$ cat src/rtl/fa_pipe_adder.sv
// Pipelined WIDTH-bit add/subtract unit. The carry ripples through SEG-bit
// segments with one register stage per segment, behind a valid/ready handshake.
module fa_pipe_adder #(
  parameter int WIDTH = 16,
  parameter int SEG   = 4
) (
  input  logic             ck,
  input  logic             rst,
  input  logic             in_valid,
  output logic             in_ready,
  input  logic             sub,
  input  logic [WIDTH-1:0] a,
  input  logic [WIDTH-1:0] b,
  input  logic             ci,
  output logic             out_valid,
  input  logic             out_ready,
  output logic [WIDTH-1:0] s,
  output logic             co,
  output logic             ov
);
  localparam int STAGES = WIDTH / SEG;
  localparam int MID    = (STAGES > 1) ? STAGES - 1 : 1;
  localparam int BFWD_W = (STAGES > 1) ? SEG * (STAGES - 1) * STAGES / 2 : 1;

  logic              adv;
  logic [STAGES-1:0] valid_q;
  logic [STAGES-1:0] valid_d;
  logic [WIDTH-1:0]  s_q;
  logic              co_q;
  logic              ov_q;

  // Between stages, the unconsumed upper A bits and the resolved lower sum bits
  // share one word. Unconsumed B slices travel in a triangular bus with one
  // shrinking field per stage.
  logic [MID-1:0][WIDTH-1:0] as_fwd;
  logic [MID-1:0]            c_fwd;
  logic [BFWD_W-1:0]         b_fwd;

  assign out_valid = valid_q[STAGES-1];
  assign adv       = !out_valid || out_ready;
  assign in_ready  = adv;
  assign valid_d   = STAGES'({valid_q, in_valid});
  assign s         = s_q;
  assign co        = co_q;
  assign ov        = ov_q;

  // NOTE: sequential state uses non-blocking assignments so every stage samples
  // the values its upstream neighbour held before this clock edge.
  always_ff @(posedge ck) begin
    if (!rst) begin
      valid_q <= '0;
    end else if (adv) begin
      valid_q <= valid_d;
    end
  end

  for (genvar k = 0; k < STAGES; k++) begin : g_stage
    localparam int LO   = k * SEG;
    localparam int B_IN = WIDTH - LO;

    logic [WIDTH-1:0] as_in;
    logic [WIDTH-1:0] as_d;
    logic [B_IN-1:0]  b_in;
    logic             c_in;
    logic [SEG:0]     slice_d;

    if (k == 0) begin : g_src
      assign as_in = a;
      assign b_in  = sub ? ~b : b;
      assign c_in  = sub ? 1'b1 : ci;
    end else begin : g_chain
      localparam int OFF = SEG * ((k - 1) * (STAGES - 1) - ((k - 1) * (k - 2)) / 2);
      assign as_in = as_fwd[k-1];
      assign b_in  = b_fwd[OFF +: B_IN];
      assign c_in  = c_fwd[k-1];
    end

    // NOTE: as_d takes a full default before the slice overwrite, so this
    // block never holds a previous value and cannot infer a latch.
    always_comb begin
      slice_d         = {1'b0, as_in[LO +: SEG]} + {1'b0, b_in[SEG-1:0]} + {{SEG{1'b0}}, c_in};
      as_d            = as_in;
      as_d[LO +: SEG] = slice_d[SEG-1:0];
    end

    if (k < STAGES - 1) begin : g_mid
      localparam int OFF = SEG * (k * (STAGES - 1) - (k * (k - 1)) / 2);
      logic [WIDTH-1:0]    as_q;
      logic [B_IN-SEG-1:0] b_q;
      logic                c_q;

      // NOTE: the operand/partial-sum registers carry no reset. The valid bits
      // decide what reaches the output, so stale data here is never observed.
      always_ff @(posedge ck) begin
        if (adv) begin
          as_q <= as_d;
          b_q  <= b_in[B_IN-1:SEG];
          c_q  <= slice_d[SEG];
        end
      end

      assign as_fwd[k]               = as_q;
      assign b_fwd[OFF +: B_IN - SEG] = b_q;
      assign c_fwd[k]                = c_q;
    end else begin : g_last
      logic msb_cin;
      // Carry into the MSB, recovered from the MSB sum bit: sum = a ^ b ^ cin.
      assign msb_cin = as_in[WIDTH-1] ^ b_in[SEG-1] ^ as_d[WIDTH-1];

      always_ff @(posedge ck) begin
        if (!rst) begin
          s_q  <= '0;
          co_q <= 1'b0;
          ov_q <= 1'b0;
        end else if (adv) begin
          s_q  <= as_d;
          co_q <= slice_d[SEG];
          ov_q <= msb_cin ^ slice_d[SEG];
        end
      end
    end
  end

endmodule

$ cat config.mk
export PLATFORM = sky130hd
export DESIGN_NAME = fa_pipe_adder
export DESIGN_NICKNAME = d
export VERILOG_FILES = /design/src/rtl/fa_pipe_adder.sv
export SDC_FILE = /design/constraint.sdc
export NUM_CORES = 1
export LEC_CHECK = 0
export ABC_AREA = 1
export CAP_MARGIN = 20
export CORE_ASPECT_RATIO = 2
export CORE_UTILIZATION = 45
export DETAILED_ROUTE_END_ITERATION = 8
export HOLD_SLACK_MARGIN = 0.12
export PLACE_DENSITY_LB_ADDON = 0.05
export RECOVER_POWER = 100
export REMOVE_ABC_BUFFERS = 1
export SYNTH_ARGS = -nofsm -noshare
export SYNTH_HDL_FRONTEND = slang
export SYNTH_SLANG_ARGS = --single-unit
$ cat constraint.sdc
create_clock -name ck -period 2.76 [get_ports ck]
set_clock_uncertainty 0.15 [all_clocks]
set_input_delay 0.552 -clock ck [delete_from_list [all_inputs] [get_ports ck]]
set_output_delay 0.552 -clock ck [all_outputs]
set_load 0.02 [all_outputs]
# After elaboration in Yosys (flattened, before gate mapping)
# Cells that the tools add are included.
[word_totals]
in_bits = 38
out_inout_bits = 20
register_bits = 97
[classes]
n_mux = 2
bitwise = 4
add_sub_neg = 8
reduce_logical = 2
[op_table]
columns = ["operator", "count"]
rows = [
  ["adder 4 x 4 -> 5 bit", 4],
  ["adder 5 x 1 -> 5 bit", 4],
  ["2-to-1 mux 16 bit", 1],
  ["inverter 16 bit", 1],
  ["bitwise XOR 1 bit", 3],
  ["logical NOT 1 bit", 1],
  ["logical OR 1 bit", 1],
  ["2-to-1 mux 1 bit", 1],
]

# Depth between registers and ports, before layout
# Gate-level depths: netlist of the first run.
[depth]
depth_word = 4
mapped_depth = 9
mapped_depth_nobuf = 9

# Worst setup path after synthesis of the first run
# OpenSTA, ideal clock, no wires.
[synth_timing]
kind = "input port to flip-flop"
from = "input sub"
to = "register g_stage[0].g_mid.as_q[2] (data pin)"
path_slack_ps = 369
required_ps = 2351
setup_ps = 259
stages = 6
arrival_time_ps = 1982
cell_sequence = "buf_4 -> buf_6 -> xor2_1 -> fa_1 -> fa_1 -> xor2_1"
[synth_between]
elab_chain_cells = 3
elab_cells_between_ends = 4
cone_classes = "2 x add/sub; 2 x mux"
[synth_rtl]
columns = ["item", "line_no", "source"]
rows = [
  ["start, declared", "11", "input logic sub,"],
  ["2-to-1 mux 16 bit", "69", "assign b_in = sub ? ~b : b;"],
  ["adder 4 x 4 -> 5 bit", "81", "slice_d = {1'b0, as_in[LO +: SEG]} + {1'b0, b_in[SEG-1:0]} + {{SEG{1'b0}}, c_in};"],
  ["adder 5 x 1 -> 5 bit *", "81", ""],
  ["net g_stage[0].slice_d[2]", "65", "logic [SEG:0] slice_d;"],
  ["end signal, assigned", "96", "as_q <= as_d;"],
  ["end, declared", "88", "logic [WIDTH-1:0] as_q;"],
]
# Mark *: on every way through the listed nets, which the timed path passes. The rest lies on a longest branch.
# A chain may end at the register's enable or synchronous reset.

# Worst setup path in the final report of the first run
# Same ends and word-level chain as after synthesis.

==> out/results.txt, run 1 <==
Die ar.: 8720 um2
Max clock buf depth: 2
Delay-heaviest family, CP: adder cells
Total iterations of the first detailed-routing run: 4
Buf/Inv on CP: 1
Final WL: 5.08 mm
# DRC: 0
Synthesized cell area: 3750 um2
Pleak: 1.95 nW
TNS Setup: 0 ns
Largest net degree at the start of global routing: 101
IO Count: 58
Outcome: complete, no violations
Post-synth ARST share: 0%
Register area share after synthesis: 71.9%
Worst Path Arrival: 2.48 ns
Crit Path Max Fanout: 3
Post-synthesis cell count: 260
Routability cong.: 0.729
CTS clk-pin slew, worst paths: 0.06 ns
Top cells by count, synth: 75 x edfxtp_1, 36 x nor2_1, 22 x dfxtp_1, 22 x o21ai_0, 21 x xor2_1
Dominant cells by area after synthesis: edfxtp_1 60%, dfxtp_1 12%, xor2_1 4.9%
Synthesized flop and latch total: 97
Port buffer count: 57
Fmax achieved: 393 MHz
Final setup vio count: 0
Routed Antenna Nets: 0
Area leader, netlist: edfxtp_1
Post-layout min period: 2.54 ns
Share of cells above drive strength 1: 5.78%
Postcts setup bufs: 0
Critical path, cell by cell: dlygate4sd3_1, or2_2, fa_1, fa_1, xor2_1
GRT Util Overall: 13.5%
Num Clock Sinks: 97
Fin. Hold Viols: 0
Worst setup path class: primary input to flip-flop
Syn avg cell area: 14.4 um2
Root buffer cell: clkbuf_16
CP Capture Type: flip-flop
Vias per inst: 4.78
TritonCTS Buffers: 9
Period utilization: 92.2%
Rows: 46
Initial antenna violation count: 0
Gr ovfl total: 0
Initial core utilization: 46.8%
CP peak stage delay: 0.61 ns
RSZ-0062 raised after global routing: no
Vias: 2033
EDFF count, synth: 75
Maxcap violations: 0
Cell repeated most along the worst path: fa_1
Worst min-delay path class: flip-flop to flip-flop
H-tree Lvls: 3
CP max-delay cell: dlygate4sd3_1
# hold bufs at CTS: 0
Worst-skew pair later-pin latency: 0.34 ns
PwrDens: 792 nW/um2
Area share of the largest cell type after synthesis: 60.1%
YS warnings: 0
First-pass GRT wire length: 8.36 mm
Slew HR: 18.2%
Post-synth top flop: edfxtp_1
Die W: 66.5 um
Max-slew violations: 0
Maximum VDD drop: 0.430 mV
Library cells used by synthesis: 21
Core area: 8000 um2
Antenna diodes: 0
Area growth syn-to-layout: 26.0%
Final core occ: 59.0%
Critical Path RT: 2.70 ns
Initial drt markers: 108
Vias in the first global route: 1962
Die Ht: 131 um
Resize count post-CTS: 0
Worst slew pin tran: 1.23 ns
CTS tree: built
Nets: 382
Count leader, synth: edfxtp_1
Routed WL per cell: 11.9 um
Post-detail-place hpwl: 3.38 mm
CP Launch Type: primary input
==> power breakdown <==
part | total (mW) | switching (mW) | internal, mW
registers | 1.95 | 0.0776 | 1.87
logic | 0.498 | 0.260 | 0.238
clock network | 1.29 | 0.497 | 0.793
==> cells in the final DEF (no fill, tap or decap) <==
master / Yosys / routed
edfxtp_1: 75 / 75
nor2_1: 36 / 37
dlygate4sd3_1: 0 / 33
clkdlybuf4s50_1: 0 / 24
o21ai_0: 22 / 22
dfxtp_1: 22 / 22
xor2_1: 21 / 21
nand2_1: 18 / 18
inv_1: 13 / 13
ha_1: 12 / 12
nand3_1: 11 / 11
clkbuf_16: 0 / 9
a21oi_1: 8 / 8
fa_1: 8 / 8
xnor2_1: 2 / 2
clkinv_1: 0 / 2
inv_6: 0 / 2
bufinv_16: 0 / 2
buf_4: 2 / 2
clkinv_2: 0 / 1
or2_2: 1 / 1
o21a_1: 1 / 1
nand4_1: 1 / 1
clkinvlp_4: 0 / 1
clkbuf_4: 0 / 1
==> layout make-up <==
type / instances / area [um2]
Tap cell: 96 / 120
Sequential cell: 97 / 2690
Timing Repair Buffer: 60 / 593
Fill cell: 671 / 3280
Inverter: 14 / 53.8
Clock buffer: 9 / 225
Multi-Input combinational cell: 142 / 943
Clock inverter: 7 / 92.6
==> flip-flops by register name, indices dropped and copies added, names as in the netlist <==
register            count
g_stage.g_mid.b_q      24
g_stage.g_mid.c_q       3
co                      1
s                      16
ov                      1
g_stage.g_mid.as_q     48
valid_q                 4
==> logic make-up (layout without fill, tap and decap cells) <==
group / after synthesis / count (layout) / share of synthesized area, %
DFF: 97 / 97 / 71.9
and+or+nand+nor: 68 / 68 / 7.51
AOI/OAI and AO/OA: 31 / 31 / 4.21
xor gates and xnor gates: 23 / 23 / 5.38
buffers and inverters: 21 / 90 / 2.77
adders and majority gates: 20 / 20 / 8.28
==> layer usage <==
metal | wire length [um] | GRT usage, % | share of wire, % | vias to the layer above
met3 | 221 | 4.41 | 4.4 | 9
li1 | - | - | - | 1034
met2 | 2830 | 24.4 | 56 | 57
met4 | 125 | 8.26 | 2.5 | 0
met1 | 1900 | 12.7 | 37 | 933
met5 | 0 | 0 | 0 | -
==> per-stage QoR <==
step | hold WS (ns) | area (um2) | setup WS [ns] | cells | power, mW
3_5_place_dp | 0.255 | 4420 | -0.0658 | 409 | 2.52
4_1_cts | 0.270 | 4740 | 0.197 | 425 | 3.83
5_1_grt | 0.274 | 4720 | 0.134 | 425 | 3.94
3_3_place_gp | 0.251 | 4420 | -0.0440 | 409 | 2.49
2_1_floorplan | 0.250 | 3700 | 0.390 | 253 | 2.27
6_report | 0.268 | 4720 | 0.217 | 425 | 3.74
==> path summary, 6_finish.rpt <==
path,startpoint,end,slack [ns],depth (start not counted)
setup / recovery,sub,g_stage[0].g_mid.as_q[2]$_DFFE_PP_,0.22,5
hold / removal,g_stage[1].g_mid.b_q[4]$_DFFE_PP_,g_stage[2].g_mid.b_q[0]$_DFFE_PP_,0.27,0
setup reg to reg,valid_q[3]$_SDFFE_PN0P_,ov$_SDFFE_PN0P_,0.62,8
hold reg to reg,g_stage[1].g_mid.b_q[4]$_DFFE_PP_,g_stage[2].g_mid.b_q[0]$_DFFE_PP_,0.27,0
(Power assumes the default switching activity.)
==> run 2, diff against run 1 <==
--- a/config.mk
+++ b/config.mk
@@ -8,6 +8,7 @@
 export ABC_AREA = 1
 export CAP_MARGIN = 20
 export CORE_ASPECT_RATIO = 2
+export CORE_MARGIN = 10
 export CORE_UTILIZATION = 45
 export DETAILED_ROUTE_END_ITERATION = 8
 export HOLD_SLACK_MARGIN = 0.12
==> run 2 against run 1 <==
Against the previous run:
- fmax decreased by 1.5%
- core utilization decreased by 2.1 points
- non-clock buffer count increased by 1
- combinational power about the same
- via count decreased by 1.3%
- clock power decreased by 10%
- critical path type unchanged
- largest cell class unchanged
- design area decreased by 0.69%
- sequential power about the same
- cell count increased by 0.47%
==> out/results.txt, run 2 (synthesis results as in run 1) <==
Crit Path Max Fanout: 4
Largest Register: g_stage.g_mid.as_q
# fillers: 731
Port buffer count: 57
Vias in the first global route: 2071
Most frequent cells in the layout: 75 x edfxtp_1, 36 x nor2_1, 33 x dlygate4sd3_1, 23 x clkdlybuf4s50_1
Critical register-to-register path endpoint: s[15]$_SDFFE_PN0P_
Rows: 47
Max-slew violations: 0
Worst slew pin tran: 1.23 ns
Sequential power share: 54.0%
GR peak layer: met2
Core area: 8230 um2
Routability cong.: 0.691
Register cell area after layout: 2690 um2
Postcts setup bufs: 0
Vias: 2006
FF-to-FF setup slack: 0.70 ns
Post-detail-place hpwl: 3.82 mm
TritonCTS Buffers: 9
Maximum VDD drop: 0.381 mV
Period utilization: 93.5%
M3 GR Usage: 4.21%
Largest net degree at the start of global routing: 101
# DRC: 0
Number of flip-flops under the largest register name: 48
RR Startpoint: valid_q[3]$_SDFFE_PN0P_
CTS clk-pin slew, worst paths: 0.06 ns
Final instance area: 4690 um2
Routed Antenna Nets: 0
IO Count: 58
Num Clock Sinks: 97
Final cell count without fillers: 427
Initial drt markers: 159
M1 GR Usage: 8.81%
Worst-skew pair later-pin latency: 0.33 ns
Nets: 383
Root buffer cell: clkbuf_16
Hold depth: 0
Antenna diodes: 0
Clock share of power: 32.2%
Worst setup path class: primary input to flip-flop
Met2 Use GR: 15.6%
CTS tree: built
Gate power share: 13.8%
Worst Path Arrival: 2.51 ns
Final setup vio count: 0
Area growth syn-to-layout: 25.1%
Initial core utilization: 45.5%
Initial antenna violation count: 0
Worst min-delay path class: flip-flop to flip-flop
Gr ovfl total: 0
Fin. Hold Viols: 0
Vias per inst: 4.70
NetSw: 808 uW
Fmax achieved: 387 MHz
Slew HR: 17.8%
Area of the multi-input gates: 951 um2
Resize count post-CTS: 0
DP Area: 4430 um2
Most common cell after layout, fill and taps aside: edfxtp_1
Net Sw Frac: 22.4%
Total iterations of the first detailed-routing run: 4
Final WS setup: 0.178 ns
Placed Instances: 412
Routed WL per cell: 12.8 um
TNS Setup: 0 ns
Max clock buf depth: 2
GRT Util Overall: 9.17%
Critical Path RT: 2.69 ns
Maxcap violations: 0
Die ar.: 12600 um2
Die W: 84.5 um
Final WL: 5.46 mm
Pleak: 1.94 nW
H-tree Lvls: 3
Outcome: complete, no violations
CP Launch Type: primary input
Pre-CTS WS: -0.0966 ns
Post-layout min period: 2.58 ns
Hold slack: 0.267 ns
Internal: 2.80 mW
Hold endpoint: g_stage[2].g_mid.b_q[3]$_DFFE_PP_
# hold bufs at CTS: 0
Hold Startpoint: g_stage[1].g_mid.b_q[7]$_DFFE_PP_
CP Capture Type: flip-flop
RSZ-0062 raised after global routing: no
Die Ht: 149 um
Share of cells above drive strength 1: 5.78%
PwrDens: 770 nW/um2
Cells on worst reg2reg path: 8
First-pass GRT wire length: 9.27 mm
[run 2: changes by cell type in the layout (fill, tap and decap cells not counted), sizes merged]
cell	previous run	this run
clkinv	3	4
clkbuf	10	14
clkinvlp	1	0
clkdlybuf4s50	24	23
inv	15	13
bufinv	2	1
[run 2: worst max-delay path by stage]
stage                                               endpoint  startpoint  cells past startpoint
after floorplan                                     in_ready   out_ready                      2
after global placement    g_stage[0].g_mid.as_q[2]$_DFFE_PP_         sub                      5
after detailed placement      g_stage[0].g_mid.c_q$_DFFE_PP_         sub                      6
after CTS                     g_stage[0].g_mid.c_q$_DFFE_PP_         sub                      6
after global routing      g_stage[0].g_mid.as_q[2]$_DFFE_PP_         sub                      5
final                     g_stage[0].g_mid.as_q[2]$_DFFE_PP_         sub                      5
[run 2: power groups by stage]
| stage | clock (mW) | combinational (mW) | sequential [mW] |
|---|---|---|---|
| 3_3_place_gp | 0 | 0.526 | 1.97 |
| 2_1_floorplan | 0 | 0.230 | 2.04 |
| 4_1_cts | 1.20 | 0.537 | 1.96 |
| 6_report | 1.16 | 0.497 | 1.95 |
| 3_5_place_dp | 0 | 0.535 | 1.99 |
| 5_1_grt | 1.26 | 0.570 | 1.98 |
[run 2: layout make-up]
class / count / share of cell area, %
Clock buffer: 11 / 4.96
Sequential cell: 97 / 57.4
Timing Repair Buffer: 61 / 12.6
Inverter: 14 / 1.15
Multi-Input combinational cell: 142 / 20.3
Clock inverter: 4 / 0.961
Tap cell: 98 / 2.62
[run 2: through the flow]
stage / util, % / total power, mW
global route: 56.9 / 3.81
finish: 56.9 / 3.61
detailed placement: 53.8 / 2.52
CTS: 57.2 / 3.70
floorplan: - / 2.27
global placement: 53.8 / 2.50
[run 2: layer usage]
layer | vias up | share of wire [%]
li1 | 1032 | -
met1 | 915 | 38
met2 | 51 | 52
met3 | 8 | 7.1
met4 | 0 | 2.2
met5 | - | 0
[run 2: critical path, stage by stage]
cell and delay, ns:
dlygate4sd3_1 0.63, or2_2 0.34, fa_1 0.41, fa_1 0.42, xor2_1 0.16
==> run 3, diff against run 2 <==
--- a/config.mk
+++ b/config.mk
@@ -10,6 +10,7 @@
 export CORE_ASPECT_RATIO = 2
 export CORE_MARGIN = 10
 export CORE_UTILIZATION = 45
+export CTS_BUF_LIST = sky130_fd_sc_hd__clkbuf_8
 export DETAILED_ROUTE_END_ITERATION = 8
 export HOLD_SLACK_MARGIN = 0.12
 export PLACE_DENSITY_LB_ADDON = 0.05
==> run 3 against run 2 <==
Against the previous run:
- core utilization down 1.3 points
- routed wire length about the same
- largest power group unchanged
- setup slack better by 0.028 ns
- flip-flop and latch count unchanged
- cell count unchanged
==> out/results.txt, run 3 (synthesis results as in run 1) <==
H-tree Lvls: 3
Hold slack: 0.273 ns
Cells on worst reg2reg path: 8
Fmax achieved: 392 MHz
Total iterations of the first detailed-routing run: 4
Final WL: 5.46 mm
Die Ht: 149 um
Nets: 383
Worst slew pin tran: 1.22 ns
Antenna diodes: 0
Core area: 8230 um2
Placed Instances: 412
Max-slew violations: 0
PwrDens: 717 nW/um2
Area of the multi-input gates: 943 um2
Worst-skew pair later-pin latency: 0.35 ns
Num Clock Sinks: 97
Crit Path Max Fanout: 4
Rows: 47
Routability cong.: 0.691
Period utilization: 92.5%
Die ar.: 12600 um2
TritonCTS Buffers: 9
Postcts setup bufs: 0
Worst setup path class: primary input to flip-flop
CP Capture Type: flip-flop
Share of cells above drive strength 1: 5.47%
FF-to-FF setup slack: 0.61 ns
Resize count post-CTS: 0
Largest net degree at the start of global routing: 101
Critical register-to-register path endpoint: ov$_SDFFE_PN0P_
Hold Startpoint: g_stage[0].g_mid.b_q[8]$_DFFE_PP_
# DRC: 0
Gr ovfl total: 0
Outcome: complete, no violations
Post-detail-place hpwl: 3.82 mm
Final core occ: 55.6%
Critical Path RT: 2.72 ns
# hold bufs at CTS: 0
Initial core utilization: 45.5%
Initial antenna violation count: 0
Area growth syn-to-layout: 22.2%
Fin. Hold Viols: 0
First-pass GRT wire length: 9.25 mm
CP max-delay cell: dlygate4sd3_1
Critical path, cell by cell: dlygate4sd3_1, or2_2, fa_1, fa_1, xor2_1
Pleak: 1.90 nW
Post-layout min period: 2.55 ns
Hold depth: 0
Worst Path Arrival: 2.51 ns
Total chip power: 3.28 mW
Cell repeated most along the worst path: fa_1
RSZ-0062 raised after global routing: no
Root buffer cell: clkbuf_8
Final setup vio count: 0
Routed WL per cell: 12.8 um
Maxcap violations: 0
Routed Antenna Nets: 0
CTS tree: built
IO Count: 58
Maximum VDD drop: 0.332 mV
CP Launch Type: primary input
Die W: 84.5 um
RR Startpoint: valid_q[3]$_SDFFE_PN0P_
Vias: 2011
CTS clk-pin slew, worst paths: 0.08 ns
Register cell area after layout: 2690 um2
GRT Util Overall: 9.18%
Final instance area: 4580 um2
Vias per inst: 4.71
Final cell count without fillers: 427
Most common cell after layout, fill and taps aside: edfxtp_1
DP Area: 4430 um2
Slew HR: 18.8%
Number of flip-flops under the largest register name: 48
Max clock buf depth: 2
CP peak stage delay: 0.63 ns
Worst min-delay path class: flip-flop to flip-flop
Largest Register: g_stage.g_mid.as_q
Most frequent cells in the layout: 75 x edfxtp_1, 37 x nor2_1, 33 x dlygate4sd3_1, 23 x clkdlybuf4s50_1
Vias in the first global route: 2079
Initial drt markers: 160
Hold endpoint: g_stage[1].g_mid.b_q[4]$_DFFE_PP_
# fillers: 741
Port buffer count: 57
## run 3: worst max-delay path by stage
stage,from,to
final,sub,g_stage[0].g_mid.as_q[2]$_DFFE_PP_
after detailed placement,sub,g_stage[0].g_mid.c_q$_DFFE_PP_
after floorplan,out_ready,in_ready
after global placement,sub,g_stage[0].g_mid.as_q[2]$_DFFE_PP_
after global routing,out_ready,ov$_SDFFE_PN0P_
after CTS,sub,g_stage[0].g_mid.c_q$_DFFE_PP_
## run 3: power breakdown
group / leakage [nW] / switching (mW) / total, mW / internal, mW
logic: 0.824 / 0.259 / 0.495 / 0.237
registers: 0.975 / 0.0761 / 1.95 / 1.87
clock network: 0.101 / 0.439 / 0.842 / 0.403
## run 3: per-layer routing
layer	global-route usage [%]	wire length, um	vias to the layer above
met3	4.54	422	10
met1	8.78	2090	921
met4	5.22	140	0
met5	0	0	-
li1	-	-	1027
met2	15.5	2800	53
## run 3: cell type report
cell class / count / share of cell area, %
Sequential cell: 97 / 58.8
Multi-Input combinational cell: 142 / 20.6
Timing Repair Buffer: 61 / 12.9
Clock buffer: 9 / 2.70
Tap cell: 98 / 2.68
Inverter: 14 / 1.17
Clock inverter: 6 / 1.15
## run 3: worst max-delay path, delay by kind of cell
family,cells,cell delay [ns]
xor gates and xnor gates,1,0.16
buffers and inverters,1,0.63
and+or+nand+nor,1,0.34
adders and majority gates,2,0.83
## run 3: through the flow
stage	setup TNS (ns)	setup WS [ns]
2_1_floorplan	0	0.390
3_3_place_gp	-0.122	-0.0641
3_5_place_dp	-0.191	-0.0966
4_1_cts	0	0.296
5_1_grt	0	0.138
6_report	0	0.207
